**src/rtl/pf_ccc_clk_en_seq.sv**
```systemverilog
// pf_ccc_clk_en_seq
// Fabric-side companion to the CCC/PLL: synchronises and qualifies PLL lock,
// sequences the downstream fabric reset, and derives NUM_CH programmable
// clock-enable strobes plus 50%-duty toggles from the single fabric clock.
// Loss-of-lock events are flagged (sticky) and counted (saturating).
module pf_ccc_clk_en_seq #(
   parameter int NUM_CH    = 4,
   parameter int DIV_W     = 8,
   parameter int LOCK_QUAL = 16
) (
   input  logic                      CLK,
   input  logic                      RESET,
   input  logic                      PLL_LOCK,
   input  logic [NUM_CH*DIV_W-1:0]   DIV_VAL,
   input  logic                      DIV_LOAD,
   input  logic                      CLR_STICKY,
   output logic [NUM_CH-1:0]         CE,
   output logic [NUM_CH-1:0]         TGL,
   output logic                      READY,
   output logic                      FABRIC_RESET,
   output logic                      LOCK_LOST,
   output logic [7:0]                LOSS_CNT
);

   localparam int QW = (LOCK_QUAL > 1) ? $clog2(LOCK_QUAL) : 1;
   localparam logic [QW-1:0] QUAL_LAST = QW'(LOCK_QUAL - 1);

   typedef enum logic [1:0] {
      S_WAIT_LOCK = 2'd0,
      S_QUALIFY   = 2'd1,
      S_RUN       = 2'd2,
      S_LOST      = 2'd3
   } state_t;

   // Lock synchroniser
   logic             lock_meta_q, lock_meta_d;
   logic             lock_s_q, lock_s_d;

   // Sequencer
   state_t           state_q, state_d;
   logic [QW-1:0]    qual_q, qual_d;
   logic             ready_q, ready_d;

   // Sticky loss status
   logic             lock_lost_q, lock_lost_d;
   logic [7:0]       loss_cnt_q, loss_cnt_d;

   // Divider channels
   logic [DIV_W-1:0] shadow_q [NUM_CH];
   logic [DIV_W-1:0] shadow_d [NUM_CH];
   logic [DIV_W-1:0] cnt_q    [NUM_CH];
   logic [DIV_W-1:0] cnt_d    [NUM_CH];
   logic [DIV_W-1:0] d_eff    [NUM_CH];
   logic [NUM_CH-1:0] last_cnt;
   logic [NUM_CH-1:0] ce;
   logic [NUM_CH-1:0] tgl_q, tgl_d;

   // Lock synchroniser and lock-qualification sequencer next state
   always_comb begin
      lock_meta_d = PLL_LOCK;
      lock_s_d    = lock_meta_q;
      state_d     = state_q;
      qual_d      = qual_q;
      case (state_q)
         S_WAIT_LOCK: begin
            if (lock_s_q) begin
               state_d = S_QUALIFY;
               qual_d  = '0;
            end
         end
         S_QUALIFY: begin
            if (!lock_s_q) begin
               state_d = S_WAIT_LOCK;
            end else if (qual_q == QUAL_LAST) begin
               state_d = S_RUN;
            end else begin
               qual_d = qual_q + QW'(1);
            end
         end
         S_RUN: begin
            if (!lock_s_q) begin
               state_d = S_LOST;
            end
         end
         S_LOST: begin
            state_d = S_WAIT_LOCK;
         end
         default: begin
            state_d = S_WAIT_LOCK;
         end
      endcase
      ready_d = (state_d == S_RUN);
   end

   // Sticky loss flag and saturating loss counter; a loss beats a clear
   always_comb begin
      lock_lost_d = lock_lost_q;
      loss_cnt_d  = loss_cnt_q;
      if (CLR_STICKY) begin
         lock_lost_d = 1'b0;
         loss_cnt_d  = '0;
      end
      if (state_q == S_LOST) begin
         lock_lost_d = 1'b1;
         if (CLR_STICKY) begin
            loss_cnt_d = 8'd1;
         end else if (loss_cnt_q != 8'hFF) begin
            loss_cnt_d = loss_cnt_q + 8'd1;
         end
      end
   end

   // Per-channel divisor shadow, counter, enable strobe and toggle
   always_comb begin
      for (int unsigned i = 0; i < NUM_CH; i++) begin
         d_eff[i]    = (shadow_q[i] == '0) ? DIV_W'(1) : shadow_q[i];
         last_cnt[i] = (cnt_q[i] == d_eff[i] - DIV_W'(1));
         ce[i]       = (state_q == S_RUN) && last_cnt[i];
         shadow_d[i] = DIV_LOAD ? DIV_VAL[i*DIV_W +: DIV_W] : shadow_q[i];
         if (DIV_LOAD || (state_q != S_RUN) || last_cnt[i]) begin
            cnt_d[i] = '0;
         end else begin
            cnt_d[i] = cnt_q[i] + DIV_W'(1);
         end
         // Toggle is forced low in any cycle that will not be RUN, so it is
         // already 0 during the LOST cycle.
         tgl_d[i] = (state_d == S_RUN) ? (tgl_q[i] ^ ce[i]) : 1'b0;
      end
   end

   // All state registers; synchronous reset also reloads the divisor shadows
   always_ff @(posedge CLK) begin
      if (RESET) begin
         lock_meta_q <= 1'b0;
         lock_s_q    <= 1'b0;
         state_q     <= S_WAIT_LOCK;
         qual_q      <= '0;
         ready_q     <= 1'b0;
         lock_lost_q <= 1'b0;
         loss_cnt_q  <= '0;
         tgl_q       <= '0;
         for (int unsigned i = 0; i < NUM_CH; i++) begin
            shadow_q[i] <= DIV_VAL[i*DIV_W +: DIV_W];
            cnt_q[i]    <= '0;
         end
      end else begin
         lock_meta_q <= lock_meta_d;
         lock_s_q    <= lock_s_d;
         state_q     <= state_d;
         qual_q      <= qual_d;
         ready_q     <= ready_d;
         lock_lost_q <= lock_lost_d;
         loss_cnt_q  <= loss_cnt_d;
         tgl_q       <= tgl_d;
         for (int unsigned i = 0; i < NUM_CH; i++) begin
            shadow_q[i] <= shadow_d[i];
            cnt_q[i]    <= cnt_d[i];
         end
      end
   end

   assign CE           = ce;
   assign TGL          = tgl_q;
   assign READY        = ready_q;
   assign FABRIC_RESET = ~ready_q;
   assign LOCK_LOST    = lock_lost_q;
   assign LOSS_CNT     = loss_cnt_q;

endmodule
```
**config.mk**
```make
export PLATFORM = sky130hd
export DESIGN_NAME = pf_ccc_clk_en_seq
export DESIGN_NICKNAME = d
export VERILOG_FILES = /design/src/rtl/pf_ccc_clk_en_seq.sv
export SDC_FILE = /design/constraint.sdc
export NUM_CORES = 1
export LEC_CHECK = 0
export CAP_MARGIN = 20
export CORE_MARGIN = 5
export CORE_UTILIZATION = 45
export CTS_CLUSTER_SIZE = 8
export DETAILED_ROUTE_END_ITERATION = 6
export PLACE_DENSITY = 0.73
export SLEW_MARGIN = 5
export SYNTH_ARGS = -nofsm -noshare
export SYNTH_HDL_FRONTEND = slang
export SYNTH_SLANG_ARGS = --single-unit
```
**constraint.sdc**
```tcl
create_clock -name CLK -period 5.25 [get_ports CLK]
set_input_delay 1.05 -clock CLK [delete_from_list [all_inputs] [get_ports CLK]]
set_output_delay 1.05 -clock CLK [all_outputs]
set_load 0.05 [all_outputs]
```
# After elaboration in Yosys (flattened, before gate mapping)
# Memories as Yosys holds them, arrays and structs flattened.
# Index checks and enable logic that the tools add are counted.
[totals]
reg_bits = 22
ramBits = 64
inputBits = 37
output_inout_bits = 19
word_cells = 104
memories = 2
[memory_table]
columns = ["memory", "words", "width", "read_ports", "rd_ports_with_merged_regs", "wr", "line", "text"]
rows = [
  ["cnt_q", 4, 8, 4, 0, 4, "51", "logic [DIV_W-1:0] cnt_q [NUM_CH];"],
  ["shadow_q", 4, 8, 4, 0, 4, "49", "logic [DIV_W-1:0] shadow_q [NUM_CH];"],
]
[op_classes]
n_addsub = 10
n_eq_ne = 14
n_mux = 38
bitwise_logic = 14
reduce_logical = 18
[ops]
columns = ["operator", "count"]
rows = [
  ["$mux W8", 24],
  ["$add A8 B1 Y8 const B", 5],
  ["$eq A8 B8 Y1", 4],
  ["$logic_not A8 Y1", 4],
  ["$sub A8 B1 Y8 const B", 4],
  ["$mux W4", 3],
  ["$mux W2", 4],
  ["$ne A2 B2 Y1 const B", 4],
  ["$ne A8 B8 Y1 const B", 1],
  ["$or A1 B1 Y1", 8],
  ["$pmux W2 S4", 1],
  ["$pmux W4 S2", 1],
  ["$eq A2 B2 Y1 const B", 3],
  ["$logic_or A1 B1 Y1", 5],
  ["$mux W1", 5],
  ["$add A4 B1 Y4 const B", 1],
  ["$eq A4 B4 Y1 const B", 1],
  ["$logic_and A1 B1 Y1", 4],
  ["$reduce_and A4 Y1", 1],
  ["$reduce_bool A2 Y1", 2],
  ["$xor A1 B1 Y1", 4],
  ["$eq A2 B1 Y1 const B", 1],
  ["$logic_not A2 Y1", 1],
  ["$not A1 Y1", 2],
  ["$reduce_or A2 Y1", 1],
]

# Depth between registers and ports, before layout
# Gate-level depths: netlist (run 1).
[logic_depth]
depth_word = 7
depth_mapped = 11
depth_no_buf = 11

# Worst setup path before layout (run 1)
# No wires, ideal clock.
[synth_path]
kind = "register -> output"
from = "memory shadow_q[0][3]"
to = "output CE[0]"
t_arrival_ns = 3.407
required_ns = 4.200
path_slack_ns = 0.793
path_stages_with_launch = 11
path_buffers = 0
path_cell_list = "edfxtp_1 > or4_4 > or3_4 > nor2_1 > nor2_1 > ha_1 > xnor3_1 > nand2_1 > a211oi_1 > nand2_1 > nor3_1"
[synth_lines]
columns = ["item", "line", "text"]
rows = [
  ["start, declared", "49", ""],
  ["end, declared", "17", "output logic [NUM_CH-1:0] CE,"],
]

==> summary.md, run 1 <==
| Metric | Value |
|---|---|
| Root buf cell | `clkbuf_8` |
| First-pass GRT wire length | `14.6 mm` |
| Final WL | `8.48 mm` |
| Boundary pin count | `56` |
| WL met1 | `4.13 mm` |
| Data required time of the critical path | `4200 ps` |
| WP data arrival | `3830 ps` |
| Layout cells sized above 1 | `6.58%` |
| Slew HR | `between 40% and 50%` |
| Clock skew | `9.13 ps` |
| Critical Path Fanout Max | `8` |
| Crit-path cells | `or4_4 > or3_4 > nor2_1 > nor2_1 > ha_1 > xnor3_1 > nand2_1 > a211oi_1 > nand2_1 > nor3_1 > clkdlybuf4s50_1` |
| Startpoint types | `flop` |
| Largest net degree at the start of global routing | `35` |
| Fin crit share | `between 90% and 100%` |
| CTS max path bufs | `2` |
| Drt drc | `0` |
| Seq/Total Area, Yosys | `between 40% and 50%` |
| Clk slew on worst S/H paths | `80 ps` |
| Area delta synth->final | `20.4%` |
| Crit Path Class | `flop to primary output` |
| Row cnt | `35` |
| Min Tclk post-route | `about 4900 ps` |
| Number of vias per cell | `roughly 5.3` |
| Status | `complete, no violations` |
| Buf/Inv on CP | `1` |
| Port buffer count | `55` |
| Crit end category | `primary output` |
| P_leak | `approximately 1.8 nW` |
| Hold_buf cts | `0` |
| CTS buffer count | `9` |
| Least-Margin Pin Slew | `802 ps` |
| H-tree lvl count | `3` |
| Avg Cell Area, Syn | `9.97 um2` |
| Unique cell type count in the Yosys netlist | `61` |
| Max layer used | `met4` |
| Core area | `0.00924 mm2` |
| Wire length per cell | `13.8 um` |
| Final Hold Vio Count | `0` |
| DRT Pass-1 Iters | `4` |
| Clock Sinks | `86` |
| Placed insts | `599` |
| Vias in the first global route | `3222` |
| Top cell type's share of synthesized area | `25.5%` |
| Synth Cell Area | `0.00425 mm2` |
| Gr usage total | `approximately 16%` |
| RSZ-0062 raised after global routing | `no` |
| Initial antenna violation count | `0` |
| Pwr Total | `1.34 mW` |
| Critical path's slowest cell | `clkdlybuf4s50_1` |
| Met2 WL post-DR | `3.81 mm` |
| Leading cell types in the layout, fill and taps excluded | `clkdlybuf4s50_1 (55), dfxtp_1 (54), nor2_1 (40)` |
| CP peak stage delay | `830 ps` |
| Most common cell after layout, fill and taps aside | `clkdlybuf4s50_1` |
| Largest cells by area after synthesis | `dfxtp_1 (25%), edfxtp_1 (23%), xor2_1 (6.2%)` |
| Post-cts repair resize count | `0` |
| Final std cells w/o fill | `615` |
| Leading area contributor after synthesis | `dfxtp_1` |
| DRT iter0 DRCs | `105` |
| Ys Warns | `0` |
| Max_cap viols | `0` |
| Met3 WL | `338 um` |
| Clock Latency Late Sink | `approximately 350 ps` |
| Pre-CTS setup slack | `about 740 ps` |
| Fin. max-slew vios | `0` |
| RePlAce Congestion | `roughly 0.81` |
| Post-CTS Setup Repair Bufs | `0` |
| Total grt overflow | `0` |
| DP HPWL | `6.18 mm` |
| Hold Path Class | `flop to flop` |
| VDD IR-drop max | `162 uV` |
| Post-Syn Nets | `between 400 and 500` |
| Initial core utilization | `roughly 46%` |
| Ys flop type | `dfxtp_1` |
| Die area | `between 0.01 and 0.015 mm2` |
| Final setup vio count | `0` |
| Chip Width | `107 um` |
| Power per cell area | `around 260 mW/mm2` |
| Number of synthesized flops with an enable pin | `32` |
| Hold WS | `around 450 ps` |
| Crit path max-delay family | `simple AND/OR/NAND/NOR gates` |
| Seq cells post-synth | `86` |
| Worst Slack Setup Final | `373 ps` |
| Cells after Synth | `~430` |
| # nets final | `528` |
| Die Ht | `107 um` |
| Vias | `3255` |
| Synth async-reset ratio | `0%` |
| Fmax | `about 0.2 GHz` |
| TNS Setup | `0 ps` |
| Antenna Nets Post-Route | `0` |
| CTS tree | `done` |
| Inserted Diodes | `0` |
==> per-layer routing <==
metal  global-route usage (%)  up-vias
met1                     20.1     1517
met2                     25.6       76
li1                         -     1648
met4                     6.39        0
met3                     4.21       14
met5                        0        -
==> worst register-to-register path, cell delays in order, from the launching register on <==
cell and delay [ps]:
edfxtp_1 490, or4_4 560, or3_4 360, nor2_1 100
nor2_1 50, ha_1 250, xnor3_1 280, nand2_1 60
a211oi_1 280, o211ai_2 170, or3_1 330, a21oi_1 140
==> worst paths after layout <==
kind	start	endpoint	slack, ps	depth (start not counted)
min reg2reg	lock_meta_q$_SDFF_PP0_	lock_s_q$_SDFF_PP0_	450	1
max	shadow_q[0][3]$_DFFE_PP_	CE[0]	370	11
max reg2reg	shadow_q[0][3]$_DFFE_PP_	TGL[0]$_SDFF_PP0_	2120	11
min	lock_meta_q$_SDFF_PP0_	lock_s_q$_SDFF_PP0_	450	1
==> registers in the layout, indices dropped and copies added, names as in the netlist, 2 cells and up <==
| register | count |
|---|---|
| TGL | 4 |
| state_q | 2 |
| qual_q | 4 |
| cnt_q | 32 |
| shadow_q | 32 |
| LOSS_CNT | 8 |
==> final cells by class <==
type,instances,area [um2]
flip-flops and latches,86,2040
well taps,129,161
inverters,12,45.0
multi-input cells,317,2110
clock buffers,15,166
clock inverters,1,30.0
fillers,815,4130
repair buffers,55,551
==> cell families (layout without fill, tap and decap cells) <==
kind of cell	count (synthesis)	after routing	share of synthesized area [%]
xor gates and xnor gates	60	60	12.7
adders and majority gates	10	10	2.95
AOI/OAI and AO/OA	65	65	10.7
buffers and inverters	23	83	2.09
DFF	86	86	48.1
and+or+nand+nor	179	179	22.8
muxes	3	3	0.707
==> synth_stat cells (2+ instances only) <==
library cell and count:
a211oi_1 8, a21boi_0 2, a21o_1 3, a21oi_1 17, a311oi_1 2, a31oi_1 4
a41oi_1 2, and2_1 3, and3_1 8, clkbuf_1 8, dfxtp_1 54, edfxtp_1 32
ha_1 10, inv_1 12, mux2i_1 3, nand2_1 21, nand2b_1 7, nand3_1 25
nand3b_1 3, nand4_1 6, nor2_1 40, nor2b_1 9, nor3_1 20, nor3b_1 4
nor4_1 6, nor4_2 2, o21a_1 2, o21ai_0 11, o41ai_1 2, or2_2 7
or3_1 6, xnor2_1 29, xor2_1 30
==> metrics by stage <==
step / cell area [um2] / utilization [%]
after floorplan: 4250 / -
after detailed placement: 4910 / 53.2
after global placement: 4910 / 53.2
after global routing: 5110 / 55.3
after CTS: 5110 / 55.3
final: 5110 / 55.3
==> power breakdown <==
part / internal (mW) / switching [mW] / total, mW
combinational: 0.0692 / 0.0562 / 0.125
sequential: 0.719 / 0.0284 / 0.747
clock: 0.247 / 0.217 / 0.465
total: 1.04 / 0.302 / 1.34
Power figures use the tool's default switching activity.
==> run 2, diff against run 1 <==
- PLACE_DENSITY: 0.73 -> 0.76
- clock period: 5.25 -> 4.3 ns (I/O delays scaled with it)
==> run 2 against run 1 <==
  * Total power increased by 26%
  * Via count increased by 0.43%
  * Clock power increased by 33%
  * Clock skew increased by 3.8 ps
  * Sequential power increased by 22%
  * First-iteration DRC count increased by 22%
  * Hold slack improved by 2.2 ps
  * Critical path depth unchanged
  * Core utilization increased by 0.61 points
  * Register-to-register slack got worse by 900 ps
==> summary.md, run 2 (same netlist as run 1, synthesis figures left out) <==
| Metric | Value |
|---|---|
| Data required time of the critical path | `3440 ps` |
| Crit Path Class | `flop to primary output` |
| Root buf cell | `clkbuf_8` |
| Port buffer count | `55` |
| P_leak | `1.79 nW` |
| DRT Pass-1 Iters | `4` |
| First-pass GRT wire length | `15.0 mm` |
| Crit path max-delay family | `simple AND/OR/NAND/NOR gates` |
| Critical path's slowest cell | `or4_4` |
| Final std cells w/o fill | `617` |
| Largest net degree at the start of global routing | `35` |
| # nets final | `530` |
| TNS Setup | `0 ps` |
| Buf/Inv on CP | `1` |
| Critical Path Fanout Max | `8` |
| Max_cap viols | `0` |
| Crit-path cells | `or4_4 > or3_4 > nor2_1 > nor2_1 > ha_1 > nor3b_1 > xnor2_1 > a211oi_2 > nand2_1 > nor3_2 > buf_12` |
| WP data arrival | `3210 ps` |
| Vias in the first global route | `roughly 3300` |
| Placed inst area | `~0.0049 mm2` |
| RSZ-0062 raised after global routing | `no` |
| Inserted Diodes | `0` |
| Area delta synth->final | `21.7%` |
| FF/Latch Area | `0.00204 mm2` |
| Most common cell after layout, fill and taps aside | `dfxtp_1` |
| Least-Margin Pin Slew | `794 ps` |
| Die area | `0.0115 mm2` |
| VDD IR-drop max | `169 uV` |
| Fmax | `about 0.25 GHz` |
| Number of vias per cell | `5.30` |
| RePlAce Congestion | `0.849` |
| Gr usage total | `~16%` |
| Total grt overflow | `0` |
| Hold WS | `454 ps` |
| H-tree lvl count | `3` |
| # fillers | `around 820` |
| DP HPWL | `6.28 mm` |
| Power per cell area | `326 mW/mm2` |
| Row cnt | `35` |
| Drt drc | `0` |
| Clock skew | `12.9 ps` |
| Area of the multi-input gates | `0.00213 mm2` |
| CTS tree | `done` |
| Placed insts | `roughly 600` |
| Boundary pin count | `56` |
| Min Tclk post-route | `4070 ps` |
| Fin. max-slew vios | `0` |
| Clock Latency Late Sink | `roughly 350 ps` |
| Post-route cell area | `0.00517 mm2` |
| Crit end category | `primary output` |
| Vias | `3269` |
| DRT iter0 DRCs | `128` |
| Final Hold Vio Count | `0` |
| Slew HR | `47.1%` |
| Core area | `0.00924 mm2` |
| Final setup vio count | `0` |
| Fin util | `55.9%` |
| Layout cells sized above 1 | `8.40%` |
| Startpoint types | `flop` |
| Antenna Nets Post-Route | `0` |
| Leading cell types in the layout, fill and taps excluded | `dfxtp_1 (54), clkdlybuf4s50_1 (51), nor2_1 (40)` |
| Clk slew on worst S/H paths | `about 80 ps` |
| Die Ht | `roughly 110 um` |
| CTS buffer count | `9` |
| CTS max path bufs | `2` |
| Clock Sinks | `86` |
| Hold Path Class | `flop to flop` |
| Post-CTS Setup Repair Bufs | `0` |
| Wire length per cell | `13.9 um` |
| Most common cell on crit path | `nor2_1` |
| Initial core utilization | `45.9%` |
| Initial antenna violation count | `0` |
| Status | `complete, no violations` |
| Fin crit share | `94.6%` |
| Final WL | `8.56 mm` |
| CP peak stage delay | `570 ps` |
| Chip Width | `between 100 and 150 um` |
run 2: final timing paths:
check | startpoint | to | slack, ps | depth (start not counted)
hold reg to reg | lock_meta_q$_SDFF_PP0_ | lock_s_q$_SDFF_PP0_ | 450 | 1
setup / recovery | shadow_q[0][3]$_DFFE_PP_ | CE[0] | 230 | 11
hold / removal | lock_meta_q$_SDFF_PP0_ | lock_s_q$_SDFF_PP0_ | 450 | 1
setup reg to reg | shadow_q[0][3]$_DFFE_PP_ | TGL[0]$_SDFF_PP0_ | 1220 | 11
run 2: area by class of cell:
| cell class | count | area share [%] |
|---|---|---|
| multi-input combinational | 317 | 41.3 |
| sequential | 86 | 39.5 |
| timing repair buffer | 57 | 11.0 |
| tap | 129 | 3.12 |
| clock buffer | 11 | 2.54 |
| clock inverter | 5 | 1.62 |
| inverter | 12 | 0.872 |
run 2: stage by stage:
step / power (mW) / setup slack [ps]
2_1_floorplan: 1.02 / 33.1
3_3_place_gp: 1.08 / 538
4_1_cts: 1.70 / 31.3
5_1_grt: 1.76 / 45.2
6_report: 1.69 / 231
3_5_place_dp: 1.08 / 373
run 2: timing repair:
item | CTS | global route
resized for setup | 1 | 3
endpoints found under the hold margin | 0 | 0
endpoints found under the setup margin | 1 | 2
hold buffers | 0 | 0
run 2: power by group:
part	internal, mW	switching [mW]	leakage, nW
Clock	0.329	0.288	0.0998
Sequential	0.878	0.0356	0.761
Combinational	0.0856	0.0695	0.930
Total	1.29	0.393	1.79
run 2: metal layers:
| metal | GRT usage [%] | vias up | wire length, um |
|---|---|---|---|
| met5 | 0 | - | 0 |
| met1 | 19.6 | 1556 | 4090 |
| met4 | 4.75 | 0 | 62 |
| li1 | - | 1645 | - |
| met3 | 3.73 | 5 | 333 |
| met2 | 27.3 | 63 | 4070 |
==> run 3, diff against run 2 <==
- CORE_UTILIZATION: 45 -> 40
- CTS_CLUSTER_DIAMETER: not set -> 150
- PLACE_DENSITY: 0.76 -> 0.69
==> run 3 against run 2 <==
  * Clock skew decreased by 2.3 ps
  * Fmax grew 0.27%
  * Combinational power about the same
  * Sequential share of layout area increased by 0.086 points
  * Sequential power hardly changed
  * Cell count grew 1.1%
  * Critical endpoint unchanged
  * Largest cell class unchanged
  * Largest power group unchanged
  * Highest routed layer unchanged
==> summary.md, run 3 (same netlist as run 1, synthesis figures left out) <==
| Metric | Value |
|---|---|
| Status | `complete, no violations` |
| Die area | `between 0.01 and 0.015 mm2` |
| Die Ht | `113 um` |
| # fillers | `958` |
| Final Hold Vio Count | `0` |
| Row cnt | `37` |
| First-pass GRT wire length | `15.3 mm` |
| CTS buffer count | `9` |
| Least-Margin Pin Slew | `approximately 840 ps` |
| CTS max path bufs | `2` |
| DRT iter0 DRCs | `168` |
| # nets final | `530` |
| Flop pwr share | `55.9%` |
| Startpoint types | `flop` |
| Clk slew on worst S/H paths | `80 ps` |
| Slew HR | `between 40 and 50%` |
| RSZ-0062 raised after global routing | `no` |
| Placed insts | `608` |
| CTS tree | `done` |
| Clock skew | `10.6 ps` |
| Crit Path Class | `flop to primary output` |
| Hold Path Class | `flop to flop` |
| Initial core utilization | `41.1%` |
| Total grt overflow | `0` |
| Wire length per cell | `14.5 um` |
| Vias in the first global route | `3347` |
| Largest net degree at the start of global routing | `35` |
| TNS Setup | `0 ps` |
| Clock Latency Late Sink | `360 ps` |
| Final std cells w/o fill | `624` |
| Leading cell types in the layout, fill and taps excluded | `dfxtp_1 (54), clkdlybuf4s50_1 (51), nor2_1 (40)` |
| Inserted Diodes | `0` |
| Drt drc | `0` |
| Clock Sinks | `86` |
| Fin. max-slew vios | `0` |
| Port buffer count | `55` |
| Core area | `0.0103 mm2` |
| Sw power | `389 uW` |
| Chip Width | `113 um` |
| Area delta synth->final | `21.4%` |
| Fin util | `49.9%` |
| Initial antenna violation count | `0` |
| Critical Path Fanout Max | `8` |
| Antenna Nets Post-Route | `0` |
| Int Pwr | `~1.2 mW` |
| Crit end category | `primary output` |
| Hold_buf cts | `0` |
| WP data arrival | `about 3200 ps` |
| Placed inst area | `0.00494 mm2` |
| Final WL | `slightly above 9 mm` |
| Gr usage total | `14.6%` |
| Number of vias per cell | `5.27` |
| Max_cap viols | `0` |
| Clock power frac | `about a third` |
| H-tree lvl count | `3` |
| Fin crit share | `94.4%` |
| Min Tclk post-route | `slightly above 4000 ps` |
| Final setup vio count | `0` |
| Root buf cell | `clkbuf_8` |
| RePlAce Congestion | `0.873` |
| DP HPWL | `6.44 mm` |
| Fmax | `0.246 GHz` |
| Power per cell area | `between 300 and 400 mW/mm2` |
| Data required time of the critical path | `between 3000 and 4000 ps` |
| Post-route cell area | `around 0.0052 mm2` |
| Layout cells sized above 1 | `about 8.4%` |
| Switching part of the total | `23.8%` |
| P_leak | `1.81 nW` |
| DRT Pass-1 Iters | `4` |
| Vias | `3289` |
| Boundary pin count | `between 50 and 60` |
| Combinational Power Share | `9.6%` |
| Most common cell after layout, fill and taps aside | `dfxtp_1` |
| VDD IR-drop max | `roughly 120 uV` |
## run 3: cell types whose count changed in the layout (fill, tap and decap cells not counted), sizes merged
cell,change
clkinvlp,-2
clkinv,+3
bufinv,-1
buf,-1
dlygate4sd2,+1
## run 3: worst max-delay path, stage by stage, from the launching register on
cell and delay (ps):
edfxtp_1 500, or4_4 570, or3_4 370, nor2_1 100, nor2_1 50, ha_1 250, nor3b_1 170, xnor2_1 140
a211oi_2 250, nand2_1 130, nor3_4 170, buf_12 160
## run 3: power groups by stage
| stage | clock network (mW) | registers (mW) | logic, mW |
|---|---|---|---|
| 2_1_floorplan | 0 | 0.923 | 0.0998 |
| 3_3_place_gp | 0 | 0.930 | 0.149 |
| 3_5_place_dp | 0 | 0.930 | 0.155 |
| 4_1_cts | 0.581 | 0.912 | 0.156 |
| 5_1_grt | 0.615 | 0.918 | 0.174 |
| 6_report | 0.562 | 0.913 | 0.157 |
## run 3: what timing repair did
action | in CTS | in global routing
buffers inserted | 0 | 0
gates resized for setup | 2 | 4
setup endpoints to repair | 2 | 2
pin swaps | 0 | 0
## run 3: layout make-up
class / instances / area (um2) / area share (%)
Multi-Input combinational cell: 317 / 2140 / 41.5
Inverter: 12 / 45.0 / 0.874
Timing Repair Buffer: 57 / 571 / 11.1
Tap cell: 136 / 170 / 3.30
Sequential cell: 86 / 2040 / 39.6
Clock buffer: 11 / 141 / 2.74
Clock inverter: 5 / 48.8 / 0.947
## run 3: per-layer routing
layer,share of wire (%),global-route usage (%),routed length [um],vias to the layer above
li1,-,-,-,1645
met1,48,18.4,4310,1558
met2,46,24.1,4160,69
met3,4.0,2.78,364,17
met4,2.4,6.81,219,0
met5,0,0,0,-
## run 3: path summary, 6_finish.rpt
kind / depth (start not counted) / end / slack (ps) / startpoint
setup / recovery: 11 / CE[0] / 240 / shadow_q[0][3]$_DFFE_PP_
hold / removal: 1 / lock_s_q$_SDFF_PP0_ / 440 / lock_meta_q$_SDFF_PP0_
setup reg to reg: 11 / TGL[0]$_SDFF_PP0_ / 1230 / shadow_q[0][3]$_DFFE_PP_
hold reg to reg: 1 / lock_s_q$_SDFF_PP0_ / 440 / lock_meta_q$_SDFF_PP0_
## run 3: through the flow
stage	setup slack [ps]	power [mW]	hold slack [ps]
final	242	1.63	441
after global routing	15.7	1.71	459
after CTS	26.2	1.65	441
after detailed placement	312	1.09	421
after global placement	429	1.08	420
after floorplan	33.1	1.02	414
